===== src/rtl/uart_pkg.sv =====
// rtl/uart_pkg.sv - shared UART defaults and arbiter state encoding.
package uart_pkg;

  localparam int NREQ_DEF       = 4;
  localparam int BAUD_DIV_DEF   = 2604;
  localparam int FRAME_BITS_DEF = 11;
  localparam int CNT_MIN_W      = 16;

  typedef enum logic [1:0] {
    IDLE   = 2'd0,
    LAUNCH = 2'd1,
    WAIT   = 2'd2
  } state_t;

endpackage


===== src/rtl/rr_arbiter.sv =====
// rtl/rr_arbiter.sv - round-robin pick of the first set req at or above ptr, wrapping.
module rr_arbiter import uart_pkg::*; #(
  parameter int NREQ = NREQ_DEF,
  parameter int PW   = (NREQ > 1) ? $clog2(NREQ) : 1
) (
  input  logic [NREQ-1:0] req,
  input  logic [PW-1:0]   ptr,
  output logic [NREQ-1:0] winner,
  output logic            valid
);

  logic [NREQ-1:0] rot;
  logic [NREQ-1:0] lsb;

  // Rotate so ptr sits at bit 0, isolate the lowest set bit, rotate back.
  always_comb begin
    rot    = NREQ'({req, req} >> ptr);
    lsb    = rot & (~rot + NREQ'(1));
    winner = NREQ'({lsb, lsb} << ptr >> NREQ);
    valid  = |req;
  end

endmodule


===== src/rtl/uart_tx_arb.sv =====
// rtl/uart_tx_arb.sv - round-robin byte arbiter feeding one UART transmitter, one frame at a time.
module uart_tx_arb import uart_pkg::*; #(
  parameter int NREQ       = NREQ_DEF,
  parameter int BAUD_DIV   = BAUD_DIV_DEF,
  parameter int FRAME_BITS = FRAME_BITS_DEF
) (
  input  logic              clk,
  input  logic              rstn,
  input  logic [NREQ-1:0]   req,
  input  logic [8*NREQ-1:0] req_data,
  output logic [NREQ-1:0]   grant,
  output logic              tx_start,
  output logic [7:0]        tx_din,
  output logic              busy
);

  localparam int PW        = (NREQ > 1) ? $clog2(NREQ) : 1;
  localparam int FRAME_CYC = BAUD_DIV * FRAME_BITS;
  localparam int CNT_W     = ($clog2(FRAME_CYC) > CNT_MIN_W) ? $clog2(FRAME_CYC) : CNT_MIN_W;

  state_t            state_q, state_d;
  logic [PW-1:0]     ptr_q, ptr_d;
  logic [CNT_W-1:0]  cnt_q, cnt_d;
  logic [NREQ-1:0]   grant_q, grant_d;
  logic              tx_start_q, tx_start_d;
  logic [7:0]        tx_din_q, tx_din_d;
  logic              busy_q, busy_d;

  logic [NREQ-1:0]   arb_win;
  logic              arb_valid;
  logic [PW-1:0]     sel_idx;
  logic [7:0]        sel_data;

  rr_arbiter #(.NREQ(NREQ), .PW(PW)) u_rr (
    .req    (req),
    .ptr    (ptr_q),
    .winner (arb_win),
    .valid  (arb_valid)
  );

  always_comb begin
    sel_idx  = '0;
    sel_data = '0;
    for (int i = 0; i < NREQ; i++) begin
      if (arb_win[i]) begin
        sel_idx  = PW'(i);
        sel_data = req_data[8*i +: 8];
      end
    end
  end

  always_comb begin
    state_d    = state_q;
    ptr_d      = ptr_q;
    cnt_d      = cnt_q;
    grant_d    = '0;
    tx_start_d = 1'b0;
    tx_din_d   = tx_din_q;
    case (state_q)
      IDLE: begin
        if (arb_valid) begin
          grant_d  = arb_win;
          tx_din_d = sel_data;
          ptr_d    = (sel_idx == PW'(NREQ - 1)) ? '0 : sel_idx + PW'(1);
          state_d  = LAUNCH;
        end
      end
      LAUNCH: begin
        tx_start_d = 1'b1;
        cnt_d      = '0;
        state_d    = WAIT;
      end
      WAIT: begin
        // Hold the line for the full reserved frame before re-arbitrating.
        if (cnt_q == CNT_W'(FRAME_CYC - 1)) begin
          cnt_d   = '0;
          state_d = IDLE;
        end else begin
          cnt_d = cnt_q + CNT_W'(1);
        end
      end
      default: state_d = IDLE;
    endcase
    busy_d = (state_d != IDLE);
  end

  always_ff @(posedge clk) begin
    if (!rstn) begin
      state_q    <= IDLE;
      ptr_q      <= '0;
      cnt_q      <= '0;
      grant_q    <= '0;
      tx_start_q <= 1'b0;
      tx_din_q   <= 8'h00;
      busy_q     <= 1'b0;
    end else begin
      state_q    <= state_d;
      ptr_q      <= ptr_d;
      cnt_q      <= cnt_d;
      grant_q    <= grant_d;
      tx_start_q <= tx_start_d;
      tx_din_q   <= tx_din_d;
      busy_q     <= busy_d;
    end
  end

  assign grant    = grant_q;
  assign tx_start = tx_start_q;
  assign tx_din   = tx_din_q;
  assign busy     = busy_q;

endmodule


===== config.mk =====
export PLATFORM = sky130hd
export DESIGN_NAME = uart_tx_arb
export DESIGN_NICKNAME = d
export VERILOG_FILES = /design/src/rtl/uart_pkg.sv /design/src/rtl/rr_arbiter.sv /design/src/rtl/uart_tx_arb.sv
export SDC_FILE = /design/constraint.sdc
export NUM_CORES = 1
export LEC_CHECK = 0
export CAP_MARGIN = 20
export CORE_ASPECT_RATIO = 1.5
export CORE_MARGIN = 2
export CORE_UTILIZATION = 49
export CTS_BUF_LIST = sky130_fd_sc_hd__clkbuf_2 sky130_fd_sc_hd__clkbuf_4 sky130_fd_sc_hd__clkbuf_8
export CTS_CLUSTER_SIZE = 12
export DETAILED_ROUTE_END_ITERATION = 12
export PLACE_DENSITY = 0.88
export SYNTH_ARGS = -nofsm -noshare
export SYNTH_HDL_FRONTEND = slang
export SYNTH_SLANG_ARGS = --single-unit

===== constraint.sdc =====
create_clock -name clk -period 2.5 [get_ports clk]
set_input_delay 0.375 -clock clk [delete_from_list [all_inputs] [get_ports clk]]
set_output_delay 0.375 -clock clk [all_outputs]
set_load 0.02 [all_outputs]

Word level (Yosys, flattened, before mapping)
Cells that the tools add are included.
Operators by class
  magnitude comparators: 0
  div/mod/pow operators: 0
  shift-type cells: 2
  multiply operators: 0
  mux-type cells: 14
  bitwise operators: 2
  reductions and logical operators: 6
  equal/unequal tests: 4
  add/sub/neg operators: 3
Operators by type and width (count)
  $mux 8: 4
  $pmux 16 s2: 1
  $add 16x1->16 const B: 1
  $eq 16x15->1 const B: 1
  $mux 16: 1
  $mux 2: 5
  $shl 8x2->8: 1
  $shr 8x2->4: 1
  $pmux 2 s3: 1
  $add 4x1->4 const B: 1
  $and 4x4->4: 1
  $eq 2x2->1 const B: 2
  $not 4->4: 1
  $reduce_bool 2->1: 2
  $reduce_or 4->1: 1
  $reduce_and 3->1: 1
  $add 2x1->2 const B: 1
  $eq 2x1->1 const B: 1
  $logic_not 2->1: 1
  $mux 1: 2
  $reduce_and 2->1: 1
Word-level totals
  output and inout bits: 14
  word-level logic and storage cells: 38
  RAM bits: 0
  flip-flop bits (word level): 34
  bits of input ports: 38
  memories: 0
  ROM bits: 0
  latch bits: 0

Longest topological paths before layout
Gate-level depths: netlist of the first run.
  word-level depth: 10
  mapped depth: 8
  depth with buffers taken out: 7

Modules after synthesis
Synthesis of the first run repeated with hierarchy kept, for this count alone.
Unflattened totals
  cell total of the unflattened synthesis: 245
  area total of the unflattened synthesis: 1903.1 µm²
By module, submodules not included
  uart_tx_arb: area each 1785.5 µm², times used 1, cells an instance 226, seq. area each 680.7 µm²
  rr_arbiter: area each 117.6 µm², times used 1, cells an instance 19, seq. area each 0.0 µm²

Worst setup path after synthesis of the first run
OpenSTA, ideal clock, no wires.
  kind: reg2reg
  start: register state_q[0]
  end: register cnt_q[15]
  arrival time: 1717 ps
  required time: 2372 ps
  buffers on the path: 1
  slack: 655 ps
  stages on the path, launching flop included: 9
  library setup time: 128 ps
  clock period less this slack: 1845 ps
  path through: dfxtp_1 -> inv_1 -> ha_1 -> buf_2 -> nand4_1 -> nor4_1 -> nand3_1 -> xor2_1 -> nor2_1
On the way
  word-level cells in the longest chain between the ends: 2
  elaborated cells between the ends (all ways): 4
  classes of those cells: eq/ne (2); mux (1); reduce/logical (1)
RTL lines
  from (decl): line uart_tx_arb.sv:21  | state_t state_q, state_d;
  from (signal assigned): line uart_tx_arb.sv:97  | state_q <= state_d;
  $eq 2x2->1 / $eq 2x1->1 (equally long branches): line uart_tx_arb.sv:59  | case (state_q)
  $pmux 16 s2 / $reduce_bool 2->1 (equally long branches)
  to (signal assigned): line uart_tx_arb.sv:99  | cnt_q <= cnt_d;
  to (decl): line uart_tx_arb.sv:23  | logic [CNT_W-1:0] cnt_q, cnt_d;
Several ways; a longest one is shown, not always the timed one.
A chain may end at the register's enable or synchronous reset.

Worst setup path in the final report of the first run
  start: input req[2]
  end: register tx_din_q[7] (netlist: tx_din[7])
On the way
  word-level cells in the longest chain between the ends: 9
  elaborated cells between the ends (all ways): 11
  classes of those cells: add/sub (1); shift (2); mux (4); bitwise (2); reduce/logical (2)
RTL lines
  from (decl): line uart_tx_arb.sv:9  | input logic [NREQ-1:0] req,
  $shr 8x2->4: line rr_arbiter.sv:17  | rot = NREQ'({req, req} >> ptr);
  $not 4->4: line rr_arbiter.sv:18  | lsb = rot & (~rot + NREQ'(1));
  $add 4x1->4: line rr_arbiter.sv:18
  $and 4x4->4: line rr_arbiter.sv:18
  $shl 8x2->8: line rr_arbiter.sv:19  | winner = NREQ'({lsb, lsb} << ptr >> NREQ);
  $mux 8 (4 in a row): line uart_tx_arb.sv:45  | if (arb_win[i]) begin
  to (signal assigned): line uart_tx_arb.sv:102  | tx_din_q <= tx_din_d;
  to (decl): line uart_tx_arb.sv:26  | logic [7:0] tx_din_q, tx_din_d;
Several ways; a longest one is shown, not always the timed one.

==> metrics.csv, run 1 <==
metric;value;unit
syn_to_final_growth;37.6;%
avgRoutedWirePerCell;14.6;µm
synthArstFlopShare;0;%
synth_cell_types;46;
synth_area_leaders;dfxtp_1 38%, nor2_1 5.4%, a2111oi_0 3.9%;
mappedNetlistNets;252;
fmax;475;MHz
maxCapViolations;0;
synth_largest_area_cell;dfxtp_1;
die_width;53.5;µm
grt_pass1_vias;1681;
tns;0;ps
globalRoute.totalOverflow;0;
ctsHoldBuffers;0;
clkLatencyLatePin;290;ps
cp-end-kind;flop;
portBuffers;51;
yosysTopAreaCellShare;37.8;%
ys_seq_elements;34;
synth_edf_count;0;
die-height;78.3;µm
relSlewSlack;58.6;%
crit_slowest_cell;clkdlybuf4s50_1;
syn-cell-area;1800;µm²
power_leakage;0.934;nW
globalplace.congestion;0.778;
post_drt_via_cell_ratio;5.74;
crit_type;in -> reg;
finalClockSkew;7.74;ps
ant_nets;0;
num_antenna_cells;0;
synth_most_common_cell;dfxtp_1;
cts.sinks;34;
row_count;27;
critical-path-max-stage-delay;610;ps
totalWireLength;4500;µm
htree_levels;2;
path_max_fanout;9;
required;2660;ps
numCtsBuffers;5;
drt_iter0_markers;65;
clk_path_buf_depth;2;
drc;0;
hold_class;reg -> reg;
placed_cells;301;
pre_cts_slack;107;ps
grt_pass1_wl;7220;µm
slew_violations;0;
cts_tree;yes;
die_area;4190;µm²
yosys-top-cells-count;34 x dfxtp_1, 26 x nor2_1, 15 x nand2_1;
start_util;49.9;%
syn_inst;209;
synth-seq-area-share;37.8;%
routed-via-count;1773;
setup_viol;0;
worst_pin_slew;615;ps
dr.pass1.iters;4;
layout.nets;308;
track_usage;23.0;%
final-instance-count-excl-fill;309;
io_pins;52;
finalWorstSetupSlack;397;ps
p_per_area;811;nW/µm²
postCtsSetupRepairBufs;0;
fin_crit;2100;ps
rsz0062_at_grt;no;
critPathLaunchType;primary input;
dp_hpwl;3330;µm
drive_above_1_share;9.40;%
ys.flop_type;dfxtp_1;
antenna_found_initial;0;
arrival;2270;ps
total_power;2.01;mW
core_area;3610;µm²
clkTransAtPathRegs;70;ps
final_util;68.6;%
root_buffer;clkbuf_8;
crit_chain;clkdlybuf4s50_1, a2bb2oi_1, o22a_1, and3b_1, a2111oi_0, o32ai_1;
synth_warnings;0;
grt_max_degree;14;
outcome;finished, final reports clean;
final_hold_viol_count;0;
peakVddDrop;0.628;mV
syn_area_per_cell;8.63;µm²
cts-resized-gates;0;
post-route-period-util;84.1;%
layer usage:
layer  GRT usage [%]  routed length [µm]  part of all wire [%]
met5               0                   0                     0
met4            10.5                  82                   1.8
met3            4.75                 245                   5.4
met2            39.8                2330                    52
met1            26.0                1840                    41
registers in the layout, summed over array words and instances (netlist names):
name      count
ptr_q         2
tx_start      1
grant         4
cnt_q        16
state_q       2
busy          1
tx_din        8
final cells by class:
class / count / area (µm²)
clock buffer: 7 / 90.1
timing repair buffer: 59 / 571
tap: 43 / 53.8
multi-input combinational: 157 / 1050
clock inverter: 1 / 5.00
fill: 280 / 1130
sequential: 34 / 681
inverter: 8 / 30.0
worst paths after layout:
| path | slack (ps) | cells past startpoint | end | start |
|---|---|---|---|---|
| hold / removal | 480 | 2 | tx_din[3] | tx_din[3] |
| setup / recovery | 400 | 6 | tx_din[7] | req[2] |
| hold reg to reg | 480 | 2 | tx_din[3] | tx_din[3] |
| setup reg to reg | 450 | 7 | cnt_q[7] | state_q[0] |
power by group:
| part | switching [mW] | leakage [nW] | internal, mW | total [mW] |
|---|---|---|---|---|
| Clock | 0.204 | 0.0517 | 0.233 | 0.437 |
| Combinational | 0.451 | 0.606 | 0.401 | 0.852 |
| Sequential | 0.0815 | 0.277 | 0.640 | 0.722 |
layout by cell type, fill, tap and decap left out, types with 6 or more instances in the layout:
| master | n |
|---|---|
| buf_4 | 8 |
| nor2_1 | 26 |
| and3b_1 | 8 |
| o32ai_1 | 8 |
| nand2_1 | 15 |
| and2_1 | 7 |
| clkdlybuf4s50_1 | 51 |
| clkbuf_8 | 6 |
| dfxtp_1 | 34 |
| nand3_1 | 9 |
| inv_1 | 8 |
| a2111oi_0 | 8 |
logic make-up (layout without fill, tap and decap cells):
logic type | after synthesis | in the layout | share of synthesized area, %
xor gates and xnor gates | 10 | 10 | 4.86
buffers and inverters | 18 | 75 | 3.96
adders and majority gates | 5 | 5 | 3.47
AOI/OAI and AO/OA | 47 | 47 | 21.5
DFF | 34 | 34 | 37.8
and+or+nand+nor | 95 | 95 | 28.5
worst max-delay path: cells and delay by family:
kind	cells	cell delay, ps
AND/OR/NAND/NOR	1	210
AO/OA/AOI/OAI	4	1070
buffers and inverters	1	610
per-stage QoR:
step | hold slack, ps | area [µm²]
global route | 501 | 2480
finish | 481 | 2480
global placement | 463 | 2390
CTS | 481 | 2480
detailed placement | 463 | 2390
floorplan | 470 | 1800
No activity file was read; power rests on OpenSTA's default activity.
==> run 2: changes to the inputs <==
--- a/config.mk
+++ b/config.mk
@@ -8,11 +8,11 @@
 export CAP_MARGIN = 20
 export CORE_ASPECT_RATIO = 1.5
 export CORE_MARGIN = 2
-export CORE_UTILIZATION = 49
+export CORE_UTILIZATION = 44
 export CTS_BUF_LIST = sky130_fd_sc_hd__clkbuf_2 sky130_fd_sc_hd__clkbuf_4 sky130_fd_sc_hd__clkbuf_8
 export CTS_CLUSTER_SIZE = 12
 export DETAILED_ROUTE_END_ITERATION = 12
-export PLACE_DENSITY = 0.88
+export PLACE_DENSITY = 0.84
 export SYNTH_ARGS = -nofsm -noshare
 export SYNTH_HDL_FRONTEND = slang
 export SYNTH_SLANG_ARGS = --single-unit
==> constraint.sdc (replaced) <==
create_clock -name clk -period 1.8 [get_ports clk]
set_input_delay 0.27 -clock clk [delete_from_list [all_inputs] [get_ports clk]]
set_output_delay 0.27 -clock clk [all_outputs]
set_load 0.02 [all_outputs]
==> run 2 against run 1 <==
Compared with the run above: final cell count up 15%; count of clock-buffer cells in the layout stayed put; first-iteration DRC count rose by 42%; global-route usage increased by 0.89 points; utilization increased by 6.0 points; via count up 11%; worst hold slack got worse by 5.5 ps; die area is 11% higher; sequential share of layout area decreased by 3.9 points; critical path depth up 2; total power grew 64%; clock power grew 40%; critical path type is now reg -> reg; critical endpoint is now cnt_q[11]; highest routed layer unchanged.
==> metrics.csv, run 2 (synthesis results as in run 1) <==
metric;value;unit;change
die_area;4640;µm²;+11%
clk_path_buf_depth;2;;unchanged
grt_max_degree;11;;-3
die_width;56.3;µm;+5.1%
ant_nets;0;;unchanged
post-route-period-util;96.3;%;
final_cell_mix;53 x buf_4, 47 x clkdlybuf4s50_1, 29 x dfxtp_1, 25 x nor2_1, 15 x nand2_1;;
drive_above_1_share;28.6;%;+19 points
critPathLaunchType;flop;;
maxCapViolations;0;;unchanged
antenna_found_initial;0;;unchanged
tns;0;ps;unchanged
final_common_cell;buf_4;;
relSlewSlack;77.3;%;+19 points
core_area;3920;µm²;+8.5%
avgRoutedWirePerCell;15.4;µm;+6.0%
outcome;finished, final reports clean;;
arrival;1970;ps;-300 ps
root_buffer;clkbuf_8;;
power_leakage;1.20;nW;+28%
regArea;689;µm²;+1.3%
final_hold_viol_count;0;;unchanged
ctsHoldBuffers;0;;unchanged
grt_pass1_wl;8640;µm;+20%
layout.nets;353;;+15%
largest_reg_flops;16;;unchanged
path_max_fanout;4;;-5
globalRoute.totalOverflow;0;;unchanged
worst_pin_slew;335;ps;-280 ps
crit_type;reg -> reg;;
routed-via-count;1961;;+11%
dp_hpwl;4090;µm;+23%
largest-register;cnt_q;;
numCtsBuffers;5;;unchanged
die-height;82.4;µm;+5.2%
multi_input_area;1150;µm²;+9.5%
start_util;46.0;%;-3.9 points
p_per_area;1130;nW/µm²;+39%
grt_pass1_vias;1954;;+16%
cts_tree;yes;;
final_util;74.6;%;+6.0 points
fmax;577;MHz;
peakVddDrop;1.03;mV;+64%
fillers;274;;-2.1%
portBuffers;51;;unchanged
cts.sinks;34;;unchanged
pre_cts_slack;-488;ps;-595 ps
crit_chain;inv_1, ha_4, nand4_1, nor4_2, buf_4, nand3_1, a21oi_1, o21a_1;;
drc;0;;unchanged
slew_violations;0;;unchanged
drt_iter0_markers;92;;+42%
clkLatencyLatePin;290;ps;about the same
finalWorstSetupSlack;66.7;ps;-330 ps
globalplace.congestion;0.909;;+17%
io_pins;52;;unchanged
required;2030;ps;-630 ps
row_count;28;;+3.7%
totalWireLength;5500;µm;+22%
track_usage;23.9;%;+0.89 points
crit_slowest_cell;dfxtp_2;;
dr.pass1.iters;4;;unchanged
htree_levels;2;;unchanged
fin_crit;1730;ps;
syn_to_final_growth;62.5;%;
hold-worst-slack;475;ps;-5.51 ps
setup_viol;0;;unchanged
finalClockSkew;12.1;ps;+4.39 ps
total_power;3.31;mW;+64%
cp-end-kind;flop;;
post_drt_via_cell_ratio;5.51;;-4.0%
num_antenna_cells;0;;unchanged
clkTransAtPathRegs;80;ps;about the same
hold_class;reg -> reg;;
critical-path-max-stage-delay;330;ps;-280 ps
run 2: final timing paths:
check,from,slack (ps),end,cells after the start
setup / recovery,state_q[1],70,cnt_q[11],8
hold / removal,tx_din[1],480,tx_din[1],2
setup reg to reg,state_q[1],70,cnt_q[11],8
hold reg to reg,tx_din[1],480,tx_din[1],2
run 2: stage by stage:
step           area (µm²)  std cells
6_report             2930        356
5_1_grt              2930        356
4_1_cts              2790        351
3_5_place_dp         2690        343
3_3_place_gp         2690        343
2_1_floorplan        1810        209
run 2: critical path: cells and delay by family (launching register included):
kind                       cells  cell delay (ps)
DFF                            1              330
adders and majority gates      1              290
AOI/OAI and AO/OA              2              280
buffers and inverters          2              250
and+or+nand+nor                3              510
run 2: area by class of cell:
cell class	instances	share of cell area, %
well taps	45	1.92
inverters	8	1.03
flip-flops and latches	34	23.5
clock buffers	7	3.08
multi-input cells	157	39.3
clock inverters	1	0.171
repair buffers	104	31.0
run 2: power by group:
group	leakage (nW)	internal (mW)	total (mW)	switching [mW]
clock network	0.0517	0.324	0.612	0.288
registers	0.279	0.894	0.977	0.0830
logic	0.868	0.915	1.72	0.804
total	1.20	2.13	3.31	1.18
run 2: layer usage:
metal / wire [µm] / global-route usage, % / up-vias
li1: - / - / 964
met1: 1970 / 23.7 / 908
met2: 3030 / 45.6 / 68
met3: 242 / 5.14 / 21
met4: 250 / 14.0 / 0
met5: 0 / 0 / -
run 2: what timing repair did:
item,CTS,global route
gates resized for setup,8,25
buffers inserted,0,5
endpoints found under the setup margin,8,15
pin swaps,0,7
==> run 3: changes to the inputs <==
--- a/config.mk
+++ b/config.mk
@@ -5,7 +5,6 @@
 export SDC_FILE = /design/constraint.sdc
 export NUM_CORES = 1
 export LEC_CHECK = 0
-export CAP_MARGIN = 20
 export CORE_ASPECT_RATIO = 1.5
 export CORE_MARGIN = 2
 export CORE_UTILIZATION = 44
@@ -13,6 +12,8 @@
 export CTS_CLUSTER_SIZE = 12
 export DETAILED_ROUTE_END_ITERATION = 12
 export PLACE_DENSITY = 0.84
+export RECOVER_POWER = 100
+export SLEW_MARGIN = 25
 export SYNTH_ARGS = -nofsm -noshare
 export SYNTH_HDL_FRONTEND = slang
 export SYNTH_SLANG_ARGS = --single-unit
==> run 3 against run 2 <==
Compared with the run above: worst hold slack did not move; register-to-register slack barely moved; total power barely moved; routed wire length barely moved; maximum frequency barely moved; highest routed layer unchanged; non-clock buffer count did not move; sequential power barely moved; final cell count did not move; via count fell by 0.10%.
==> metrics.csv, run 3 (synthesis results as in run 1) <==
metric;value;unit;change
dr.pass1.iters;4;;unchanged
drc;0;;unchanged
required;2030;ps;about the same
final_common_cell;buf_4;;
final_hold_viol_count;0;;unchanged
arrival;1970;ps;about the same
clockPowerShare;18.5;%;about the same
crit_slowest_cell;dfxtp_2;;
ant_nets;0;;unchanged
p_per_area;1130;nW/µm²;about the same
path_max_fanout;4;;unchanged
cell_internal_pwr;2.13;mW;-0.12%
cp-end-kind;flop;;
final_cell_mix;53 x buf_4, 47 x clkdlybuf4s50_1, 29 x dfxtp_1, 25 x nor2_1, 15 x nand2_1;;
post-route-period-util;96.3;%;about the same
largest-register;cnt_q;;
avgRoutedWirePerCell;15.4;µm;about the same
io_pins;52;;unchanged
cts_tree;yes;;
core_area;3920;µm²;unchanged
fmax;577;MHz;about the same
power_leakage;1.20;nW;about the same
start_util;46.0;%;unchanged
globalplace.congestion;0.909;;unchanged
peakVddDrop;1.03;mV;-0.18%
dp_hpwl;4090;µm;unchanged
hold_class;reg -> reg;;
post_drt_via_cell_ratio;5.50;;-0.10%
die-height;82.4;µm;unchanged
place_area;2690;µm²;unchanged
tns;0;ps;unchanged
clk_path_buf_depth;2;;unchanged
row_count;28;;unchanged
grt_pass1_vias;1954;;unchanged
worst_pin_slew;346;ps;+10.4 ps
die_width;56.3;µm;unchanged
final_cell_area;2930;µm²;unchanged
layout.nets;353;;unchanged
ctsHoldBuffers;0;;unchanged
grt_max_degree;11;;unchanged
cts.sinks;34;;unchanged
path_delay_family;simple AND/OR/NAND/NOR gates;;
setup_viol;0;;unchanged
htree_levels;2;;unchanged
critical-path-max-stage-delay;330;ps;about the same
num_antenna_cells;0;;unchanged
routed-via-count;1959;;-0.10%
antenna_found_initial;0;;unchanged
relSlewSlack;76.6;%;-0.70 points
seqPwrFrac;29.5;%;about the same
fin_crit;1730;ps;-0.120 ps
crit_chain;inv_1, ha_4, nand4_1, nor4_2, buf_4, nand3_1, a21oi_1, o21a_1;;
die_area;4640;µm²;unchanged
worst-path-buf-inv;2;;unchanged
outcome;finished, final reports clean;;
clkTransAtPathRegs;80;ps;about the same
syn_to_final_growth;62.5;%;unchanged
drt_iter0_markers;93;;+1.1%
final_util;74.6;%;unchanged
numCtsBuffers;5;;unchanged
regArea;689;µm²;unchanged
slew_violations;0;;unchanged
root_buffer;clkbuf_8;;
fillers;274;;unchanged
totalWireLength;5490;µm;about the same
clkLatencyLatePin;290;ps;about the same
crit_type;reg -> reg;;
drive_above_1_share;28.6;%;unchanged
critPathLaunchType;flop;;
globalRoute.totalOverflow;0;;unchanged
multi_input_area;1150;µm²;unchanged
switching_share;35.5;%;about the same
track_usage;23.9;%;unchanged
largest_reg_flops;16;;unchanged
p_sw;1.17;mW;about the same
comb_power_share;51.9;%;about the same
finalClockSkew;12.3;ps;+0.202 ps
portBuffers;51;;unchanged
maxCapViolations;0;;unchanged
grt_pass1_wl;8640;µm;unchanged
[run 3: cell counts in the layout (fill, tap and decap cells not counted)]
Identical to the previous run, type by type.
[run 3: final cells by class]
cell class | instances | area share [%]
Multi-Input combinational cell | 157 | 39.3
Clock inverter | 1 | 0.171
Inverter | 8 | 1.03
Tap cell | 45 | 1.92
Clock buffer | 7 | 3.08
Timing Repair Buffer | 104 | 31.0
Sequential cell | 34 | 23.5
[run 3: final timing paths]
check	start	endpoint	slack, ps	cells past startpoint
worst max register to register	state_q[1]	cnt_q[11]	70	8
worst max-delay path	state_q[1]	cnt_q[11]	70	8
worst min-delay path	tx_din[1]	tx_din[1]	480	2
worst min register to register	tx_din[1]	tx_din[1]	480	2
[run 3: power by group through the flow]
stage                     clock [mW]  sequential, mW  combinational, mW
after floorplan                    0            1.09              0.618
after global placement             0           0.981               1.50
after detailed placement           0           0.981               1.53
after CTS                      0.620           0.971               1.55
after global routing           0.643           0.988               1.85
final                          0.612           0.976               1.72
[run 3: per-stage QoR]
step / power, mW / hold WS (ps) / worst slack [ps] / std cells
2_1_floorplan: 1.71 / 411 / -21.9 / 209
6_report: 3.31 / 475 / 66.8 / 356
4_1_cts: 3.14 / 477 / 0.998 / 351
3_5_place_dp: 2.51 / 462 / -488 / 343
5_1_grt: 3.48 / 493 / -17.3 / 356
3_3_place_gp: 2.48 / 461 / -401 / 343
[run 3: worst reg2reg max path, delay by kind of cell (launching register included)]
| family | cells | cell delay, ps |
|---|---|---|
| adder cells (fa/ha/maj) | 1 | 290 |
| flip-flops | 1 | 330 |
| buffers and inverters | 2 | 250 |
| AO/OA/AOI/OAI | 2 | 280 |
| AND/OR/NAND/NOR | 3 | 510 |
[run 3: what timing repair did]
action	4_1_cts	5_1_grt
pin swaps	0	7
gates resized for setup	8	25
buffers inserted	0	5
gates cloned	0	0
hold endpoints to repair	0	0
endpoints found under the setup margin	8	15
[run 3: per-layer routing]
metal / part of all wire, % / wire length (µm) / global-route usage (%)
met5: 0 / 0 / 0
met1: 36 / 1960 / 23.7
met3: 4.6 / 250 / 5.14
met2: 55 / 3030 / 45.6
met4: 4.5 / 249 / 14.0
